### src/rtl/booth_pkg.sv
// Shared types for the radix-4 Booth carry-save multiplier.
//   state_e       : control FSM states (IDLE, CALC, DONE)
//   booth_mag_e   : magnitude select of one Booth digit (0, 1 or 2 times A)
//   booth_digit_t : sign plus magnitude of one radix-4 Booth digit
//   booth_decode  : maps the overlapping triple {b[2i+1], b[2i], b[2i-1]} to a digit
package booth_pkg;

  typedef enum logic [1:0] {
    ST_IDLE = 2'd0,
    ST_CALC = 2'd1,
    ST_DONE = 2'd2
  } state_e;

  typedef enum logic [1:0] {
    MAG_ZERO = 2'd0,
    MAG_ONE  = 2'd1,
    MAG_TWO  = 2'd2
  } booth_mag_e;

  typedef struct packed {
    logic       neg;
    booth_mag_e mag;
  } booth_digit_t;

  // Triple 3'b111 is "-0": it is reported as a plain zero (neg=0) so that no
  // spurious +1 is injected into the carry vector.
  function automatic booth_digit_t booth_decode(input logic [2:0] triple);
    booth_digit_t d;
    d.neg = 1'b0;
    d.mag = MAG_ZERO;
    case (triple)
      3'b001, 3'b010: begin d.neg = 1'b0; d.mag = MAG_ONE;  end
      3'b011:         begin d.neg = 1'b0; d.mag = MAG_TWO;  end
      3'b100:         begin d.neg = 1'b1; d.mag = MAG_TWO;  end
      3'b101, 3'b110: begin d.neg = 1'b1; d.mag = MAG_ONE;  end
      default:        begin d.neg = 1'b0; d.mag = MAG_ZERO; end
    endcase
    return d;
  endfunction

endpackage

### src/rtl/csa_3to2.sv
// 3:2 carry-save compressor, bitwise full adders without carry propagation.
//   x, y, z : three BITS-wide addends
//   s       : bitwise sum  (x ^ y ^ z)
//   c       : bitwise majority, NOT shifted; the caller aligns it by one bit
module csa_3to2 #(
  parameter int BITS = 32
) (
  input  logic [BITS-1:0] x,
  input  logic [BITS-1:0] y,
  input  logic [BITS-1:0] z,
  output logic [BITS-1:0] s,
  output logic [BITS-1:0] c
);

  assign s = x ^ y ^ z;
  assign c = (x & y) | (x & z) | (y & z);

endmodule

### src/rtl/radix4_booth_csa_mult.sv
// Sequential radix-4 Booth multiplier that leaves its product in carry-save
// form. One Booth digit is retired per cycle; the final sum/carry pair is
// resolved by a downstream carry-propagate adder.
//   clk, rst_n         : clock (rising edge), synchronous active-low reset
//   in_valid, in_ready : operand handshake, mcand = A, mplier = B (signed)
//   out_valid, out_ready : result handshake
//   sum_o, carry_o     : redundant product, (sum_o + carry_o) mod 2^BITS = A*B
//   state              : current FSM state, for observation only
//
// Handshakes: a transfer happens on a rising edge where valid and ready are
// both 1. in_ready is 1 only in IDLE, out_valid only in DONE; while out_valid
// is 1 and out_ready is 0 the outputs hold. in_valid outside IDLE is ignored.
module radix4_booth_csa_mult
  import booth_pkg::*;
#(
  parameter int OP_BITS = 16,
  parameter int BITS    = 2 * OP_BITS
) (
  input  logic               clk,
  input  logic               rst_n,
  input  logic               in_valid,
  output logic               in_ready,
  input  logic [OP_BITS-1:0] mcand,
  input  logic [OP_BITS-1:0] mplier,
  output logic               out_valid,
  input  logic               out_ready,
  output logic [BITS-1:0]    sum_o,
  output logic [BITS-1:0]    carry_o,
  output state_e             state
);

  localparam int DIGITS = OP_BITS / 2;
  localparam int CNT_W  = (DIGITS > 1) ? $clog2(DIGITS) : 1;
  localparam logic [CNT_W-1:0] LAST_I = CNT_W'(DIGITS - 1);

  state_e state_q, state_d;

  logic [CNT_W-1:0] i_q;
  // A sign-extended to BITS and pre-shifted by 2i, so the partial product
  // needs no variable shifter.
  logic [BITS-1:0]  a_q;
  // {B, 1'b0} shifted right by 2 per digit; bits [2:0] are always the
  // current Booth triple {B[2i+1], B[2i], B[2i-1]}.
  logic [OP_BITS:0] b_q;
  logic [BITS-1:0]  sum_q, carry_q;

  booth_digit_t     digit;
  logic [BITS-1:0]  mag_val;
  logic [BITS-1:0]  pp;
  logic [BITS-1:0]  csa_s, csa_c;
  logic [BITS-1:0]  carry_next;

  // ---------------- FSM: state register ----------------
  always_ff @(posedge clk) begin
    if (!rst_n) state_q <= ST_IDLE;
    else        state_q <= state_d;
  end

  // ---------------- FSM: next state ----------------
  always_comb begin
    state_d = state_q;
    case (state_q)
      ST_IDLE: if (in_valid)      state_d = ST_CALC;
      ST_CALC: if (i_q == LAST_I) state_d = ST_DONE;
      ST_DONE: if (out_ready)     state_d = ST_IDLE;
      default:                    state_d = ST_IDLE;
    endcase
  end

  // ---------------- FSM: outputs ----------------
  always_comb begin
    in_ready  = (state_q == ST_IDLE);
    out_valid = (state_q == ST_DONE);
  end

  assign state = state_q;

  // ---------------- datapath ----------------
  always_comb begin
    digit = booth_decode(b_q[2:0]);
    case (digit.mag)
      MAG_ONE: mag_val = a_q;
      MAG_TWO: mag_val = a_q << 1;
      default: mag_val = '0;
    endcase
    // Negation as one's complement here; the +1 goes into carry bit 0.
    pp = digit.neg ? ~mag_val : mag_val;
  end

  csa_3to2 #(.BITS(BITS)) u_csa (
    .x (sum_q),
    .y (carry_q),
    .z (pp),
    .s (csa_s),
    .c (csa_c)
  );

  // Majority shifted into weight 2; the vacated bit 0 carries the +1 that
  // completes the two's-complement negation. The top carry is dropped (mod 2^BITS).
  assign carry_next = (csa_c << 1) | BITS'(digit.neg);

  always_ff @(posedge clk) begin
    if (!rst_n) begin
      i_q     <= '0;
      a_q     <= '0;
      b_q     <= '0;
      sum_q   <= '0;
      carry_q <= '0;
    end else begin
      case (state_q)
        ST_IDLE: begin
          if (in_valid) begin
            a_q     <= BITS'($signed(mcand));
            b_q     <= {mplier, 1'b0};
            sum_q   <= '0;
            carry_q <= '0;
            i_q     <= '0;
          end
        end
        ST_CALC: begin
          sum_q   <= csa_s;
          carry_q <= carry_next;
          a_q     <= a_q << 2;
          b_q     <= b_q >> 2;
          i_q     <= i_q + 1'b1;
        end
        default: ;
      endcase
    end
  end

  assign sum_o   = sum_q;
  assign carry_o = carry_q;

endmodule

### config.mk
export PLATFORM = sky130hd
export DESIGN_NAME = radix4_booth_csa_mult
export DESIGN_NICKNAME = d
export VERILOG_FILES = /design/src/rtl/booth_pkg.sv /design/src/rtl/csa_3to2.sv /design/src/rtl/radix4_booth_csa_mult.sv
export SDC_FILE = /design/constraint.sdc
export NUM_CORES = 1
export LEC_CHECK = 0
export BUFFER_PORTS_ARGS = -buffer_cell sky130_fd_sc_hd__buf_4
export CAP_MARGIN = 0
export CORE_MARGIN = 1.5
export CORE_UTILIZATION = 25
export CTS_CLUSTER_DIAMETER = 80
export DETAILED_ROUTE_END_ITERATION = 10
export HOLD_SLACK_MARGIN = 0.06
export PLACE_DENSITY = 0.54
export SYNTH_ARGS = -nofsm -noshare
export SYNTH_HDL_FRONTEND = slang
export SYNTH_SLANG_ARGS = --single-unit
export TNS_END_PERCENT = 100
### constraint.sdc
create_clock -name clk -period 4.6 [get_ports clk]
set_input_delay 0.46 -clock clk [delete_from_list [all_inputs] [get_ports clk]]
set_output_delay 0.46 -clock clk [all_outputs]
set_load 0.01 [all_outputs]
==> results of run 1 <==
flip-flops by register name (all words and copies together) (netlist names):
| signal | cells |
|---|---|
| a_q | 32 |
| b_q | 17 |
| carry_o | 32 |
| i_q | 3 |
| state | 2 |
| sum_o | 32 |
layer usage:
layer	wire length, µm	global-route usage (%)	vias to the layer above
li1	-	-	2486
met1	8063	17.82	2273
met2	6641	17.37	109
met3	988	4.100	11
met4	129	4.128	4
met5	27	0	-
power groups by stage:
stage	logic [mW]	clock network, mW	registers (mW)
6_report	0.414	1.28	1.12
4_1_cts	0.419	1.33	1.12
2_1_floorplan	0.314	0	1.14
5_1_grt	0.465	1.36	1.13
3_5_place_dp	0.418	0	1.14
3_3_place_gp	0.413	0	1.14
cell usage in the layout (no fill, tap or decap), types with 3 or more instances in the layout:
| cell type | n |
|---|---|
| dfxtp_1 | 117 |
| buf_4 | 108 |
| inv_1 | 65 |
| and2_1 | 63 |
| o22ai_1 | 61 |
| nor2_1 | 59 |
| a22oi_1 | 56 |
| nor2b_1 | 37 |
| xnor2_1 | 31 |
| fa_1 | 31 |
| a21oi_1 | 28 |
| o221a_2 | 19 |
| a21boi_1 | 17 |
| clkbuf_16 | 17 |
| o221a_1 | 8 |
| nand2_1 | 4 |
| ha_1 | 4 |
| clkinv_2 | 4 |
| nor2_4 | 3 |
| xor2_1 | 3 |
| clkinvlp_4 | 3 |
| clkbuf_1 | 3 |
through the flow:
step	setup slack [ns]	cells
CTS	1.524	1093
detailed placement	1.528	1062
floorplan	2.232	685
global placement	1.563	1062
finish	1.522	1093
global route	1.282	1093
cell type report:
type	count	area share [%]
clock buffer	22	5.959
clock inverter	9	1.317
inverter	65	3.132
multi-input combinational	440	43.29
sequential	118	30.34
tap	330	5.300
timing repair buffer	109	10.66
critical path: cells and delay by family, from the launching register on:
family                     cells  cell delay (ns)
and+or+nand+nor                3             0.53
AOI/OAI and AO/OA              3             0.43
xor gates and xnor gates       1             0.11
adders and majority gates      2             1.45
DFF                            1             0.44
cells by family (layout without fill, tap and decap cells):
family,after synthesis,in the layout
compound gates,196,196
simple gates,175,175
xor+xnor,34,34
fa+ha+maj,35,35
flops,118,118
buf+inv,127,205
how the worst max path moves through the flow:
| stage | end | slack (ns) | cells after the start |
|---|---|---|---|
| global route | sum_o[10] | 1.28 | 9 |
| finish | sum_o[11] | 1.52 | 9 |
| floorplan | sum_o[10] | 2.23 | 10 |
| global placement | sum_o[11] | 1.56 | 9 |
| detailed placement | sum_o[11] | 1.53 | 9 |
| CTS | sum_o[11] | 1.52 | 9 |
==> flow_summary.toml, run 1 <==
[run_status]
status = "completed"

[synthesis]
synth_edf_count = 0
post-synth-top-area-fraction_pct = 37.17
async_reset_ff_share_pct = 0
synth_area_leaders = "dfxtp_1 37%, fa_1 9.8%, a22oi_1 6.6%, and2_1 6.2%, o22ai_1 6.0%"
synth_area_um2 = 6356
ys_seq_area_share_pct = 37.17
yosys.area.top_type = "dfxtp_1"
synthMuxAreaShare_pct = 0
synth_fa_ha_area_share_pct = 10.55
synthSimpleGateAreaFrac_pct = 15.04
synthXorXnorAreaFrac_pct = 4.685
synth_cell_types = 35
synthFlopType = "dfxtp_1"
synth_area_per_cell_um2 = 9.279
ys_warn_count = 0
synth_cells = 685
synth-compound-area-share_pct = 22.56
synth_common_cells = "118 x dfxtp_1, 65 x inv_1, 63 x and2_1"
synth_top_family_by_area = "compound AO/OA/AOI/OAI gates"
yosysMostFrequentCell = "dfxtp_1"
ys_ff_latch = 118
syn_nets = 756

[global_routing]
grt_overflow_total = 0
grt_pass1_wl_mm = 25.72
grt_max_degree = 121
antenna_found_initial = 2
grt_pass1_vias = 4685
grt_usage_pct = 12.45

[die]
ioPinCount = 104
placeableCoreArea_um2 = 25040
dieArea_um2 = 26390
row_count = 58
die_w_um = 162.5
start_util_pct = 25.39
die_y_um = 162.5

[power_and_ir_drop]
pwr-share-seq_pct = 39.8
p_sw_mw = 0.7471
power_density_nw_per_um2 = 362.2
power.total_mw = 2.822
leakagePower_nw = 2.782
p_int_mw = 2.074
netSwitchingFraction_pct = 26.48
p_comb_share_pct = 14.7
vdd_ir_drop_max_v = 0.0001907
clkPwrFrac_pct = 45.5

[worst_setup_path]
criticalPathCategory = "reg -> reg"
worstPathRequired_ns = 4.91
cp_slowest_cell = "ha_1"
rrSetupSlack_ns = 1.52
rr_worst_depth = 9
r2r-start = "b_q[1]"
timing.rr.end = "sum_o[11]"
start_kind = "flip-flop"
crit_path_end_kind = "flip-flop"
crit_start = "b_q[1]"
crit_path_cell_trace = "nand2b_1, o22a_1, ha_1, a22oi_1, nor2_1, xnor2_1, fa_1, o22ai_1, and2_1"
max_stage_delay_ns = 0.93
critPathMaxFanout = 32
crit_arrival_ns = 3.39

[place]
dpl_cell_area_um2 = 7223
portBuffers = 103
dpl.hpwl_mm = 10.15
gp_congestion = 0.6968

[final_layout]
layout-drive-gt1-share_pct = 21.63
nets = 822
post-route-util_pct = 31.11
diodes = 0
multi_input_area_um2 = 3372
fillerInstances = 2631
area_delta_synth_final_pct = 22.56
seqCellArea_um2 = 2364
postLayoutCellArea_um2 = 7790

[clock_tree]
post_cts_resized = 0
clock-root-buffer = "clkbuf_16"
clkSlewWorstSetupHoldPaths_ns = 0.06
cts_tree = "done"
cts_setup_buffers = 0
cts.sinks = 118
insertion_delay_ns = 0.41
cts_max_path_buffers = 2
cts_hold_buffers = 0
numCtsBuffers = 17
h-tree-depth = 4

[sta]
final_max_slew_viol_count = 0
rsz0062_at_grt = "no"
hold_viol_final = 0
worstMarginPinSlew_ns = 1.163
hold_ws_ns = 0.3081
slew_headroom_pct = 22.45
period_share_pct = 66.92
finalSetupTns_ns = 0
max_clock_freq_mhz = 324.9
period_needed_ns = 3.078
setup_violations = 0
fin_worst_skew_ns = 0.009810

[worst_hold_path]
hold_path_class = "in -> reg"
hold_start = "mplier[15]"
hold_end = "b_q[16]"
whs_path_depth = 3

[detailed_routing]
vias_per_cell = 4.468
antenna_left = 0
first_pass_iters = 4
drcViolationCount = 0
wl_per_cell_um = 14.50
dr_total_vias = 4883
drt_wl_total_mm = 15.85
drtIter0Drc = 366

[flow_run]
maxCapViolCount = 0
Power figures use the tool's default switching activity.
==> run 2, diff against run 1 <==
- clock period: 4.6 -> 3.1 ns (I/O delays scaled with it)
==> run 2 against run 1 <==
Against the previous run:
- non-clock buffer count rose by 3
- die area unchanged
- sequential share of layout area decreased by 0.41 points
- cell count up 0.37%
- hold slack lost 0.15 ns
- routed wire length increased by 2.5%
==> flow_summary.toml, run 2 (same netlist as run 1, synthesis figures left out) <==
[run_status]
status = "completed"

[detailed_routing]
drt_wl_total_mm = 16.25
vias_per_cell = 4.541
antenna_left = 0
wl_per_cell_um = 14.82
dr_total_vias = 4982
first_pass_iters = 4
drcViolationCount = 0
drtIter0Drc = 395

[die]
die_w_um = 162.5
placeableCoreArea_um2 = 25040
die_y_um = 162.5
start_util_pct = 25.39
row_count = 58
ioPinCount = 104
dieArea_um2 = 26390

[clock_tree]
cts_setup_buffers = 0
clock-root-buffer = "clkbuf_16"
numCtsBuffers = 17
post_cts_resized = 0
h-tree-depth = 4
insertion_delay_ns = 0.42
cts_tree = "done"
cts_max_path_buffers = 2
cts_hold_buffers = 0
cts.sinks = 118
clkSlewWorstSetupHoldPaths_ns = 0.06

[final_layout]
postLayoutCellArea_um2 = 7896
layout_common_cells = "117 x dfxtp_1, 108 x buf_4, 65 x inv_1"
nets = 825
post-route-util_pct = 31.54
final_cells = 1097
layout-drive-gt1-share_pct = 22.43
diodes = 0
area_delta_synth_final_pct = 24.23
layout_commonest_cell = "dfxtp_1"

[sta]
hold_viol_final = 0
fin_worst_skew_ns = 0.01459
max_clock_freq_mhz = 392.3
rsz0062_at_grt = "no"
slew_headroom_pct = 42.68
setup_violations = 0
period_needed_ns = 2.549
finalSetupTns_ns = 0
worstMarginPinSlew_ns = 0.8598
final_max_slew_viol_count = 0
period_share_pct = 82.23

[power_and_ir_drop]
vdd_ir_drop_max_v = 0.0002824
p_sw_mw = 1.170
power_density_nw_per_um2 = 549.6
power.total_mw = 4.340
p_int_mw = 3.170
leakagePower_nw = 2.830
pwr-share-seq_pct = 38.4
clkPwrFrac_pct = 47.0
p_comb_share_pct = 14.6
netSwitchingFraction_pct = 26.96

[place]
portBuffers = 103
gp_congestion = 0.7411
dpl.hpwl_mm = 10.51
dpl_cell_area_um2 = 7283
placed_cells = 1065

[worst_setup_path]
start_kind = "flip-flop"
worstPathRequired_ns = 3.41
critPathMaxFanout = 32
crit_path_end_kind = "flip-flop"
criticalPathCategory = "reg -> reg"
crit_path_cell_trace = "nand2_1, o22a_1, ha_1, buf_4, a22oi_1, nor2_1, xnor2_1, fa_1, o22ai_1, and2_1"
crit_buf_inv = 1
max_stage_delay_ns = 0.50
crit_arrival_ns = 2.86
path_delay_family = "adder cells"
cp_slowest_cell = "fa_1"

[global_routing]
grt_max_degree = 76
grt_pass1_vias = 4844
grt_pass1_wl_mm = 26.42
antenna_found_initial = 1
grt_usage_pct = 12.71
grt_overflow_total = 0

[flow_run]
maxCapViolCount = 0

[worst_hold_path]
hold_path_class = "in -> reg"
-- run 2: cell types whose count changed in the layout (fill, tap and decap cells not counted), sizes merged --
cell	before	now
clkinvlp	3	4
bufinv	2	3
clkbuf	22	18
buf	109	112
inv	65	68
-- run 2: layout make-up --
class                   count  area (µm²)
flip-flops and latches    118        2364
clock inverters            14       173.9
well taps                 330       412.9
repair buffers            112       890.9
inverters                  65       244.0
fillers                  2627       17140
multi-input cells         440        3372
clock buffers              18       439.2
-- run 2: power by group through the flow --
stage / logic (mW) / clock network (mW) / registers, mW
2_1_floorplan: 0.467 / 0 / 1.68
3_3_place_gp: 0.633 / 0 / 1.70
3_5_place_dp: 0.643 / 0 / 1.70
4_1_cts: 0.643 / 2.10 / 1.67
5_1_grt: 0.712 / 2.17 / 1.68
6_report: 0.634 / 2.04 / 1.67
-- run 2: worst min-delay path: cells and delay by family --
family | cells | cell delay (ns)
and+or+nand+nor | 1 | 0.10
AOI/OAI and AO/OA | 1 | 0.05
buffers and inverters | 1 | 0.08
-- run 2: path summary, 6_finish.rpt --
| check | startpoint | to | slack, ns | cells past startpoint |
|---|---|---|---|---|
| worst max-delay path | b_q[1] | sum_o[13] | 0.55 | 10 |
| worst min-delay path | mplier[15] | b_q[16] | 0.16 | 3 |
| worst max register to register | b_q[1] | sum_o[13] | 0.55 | 10 |
| worst min register to register | i_q[1] | i_q[1] | 0.53 | 2 |
-- run 2: through the flow --
step	worst slack (ns)	hold slack, ns
after floorplan	0.7321	0.4807
after global placement	0.6066	0.5173
after detailed placement	0.5710	0.5242
after CTS	0.5550	0.1398
after global routing	0.3917	0.1671
final	0.5509	0.1568
-- run 2: layer usage --
metal	vias to the layer above	routed length, µm	GRT usage [%]	part of all wire, %
met5	-	17	0	0.10
met4	2	75	3.878	0.46
met3	6	893	3.667	5.5
met2	113	7035	18.32	43
met1	2372	8231	18.14	51
li1	2489	-	-	-
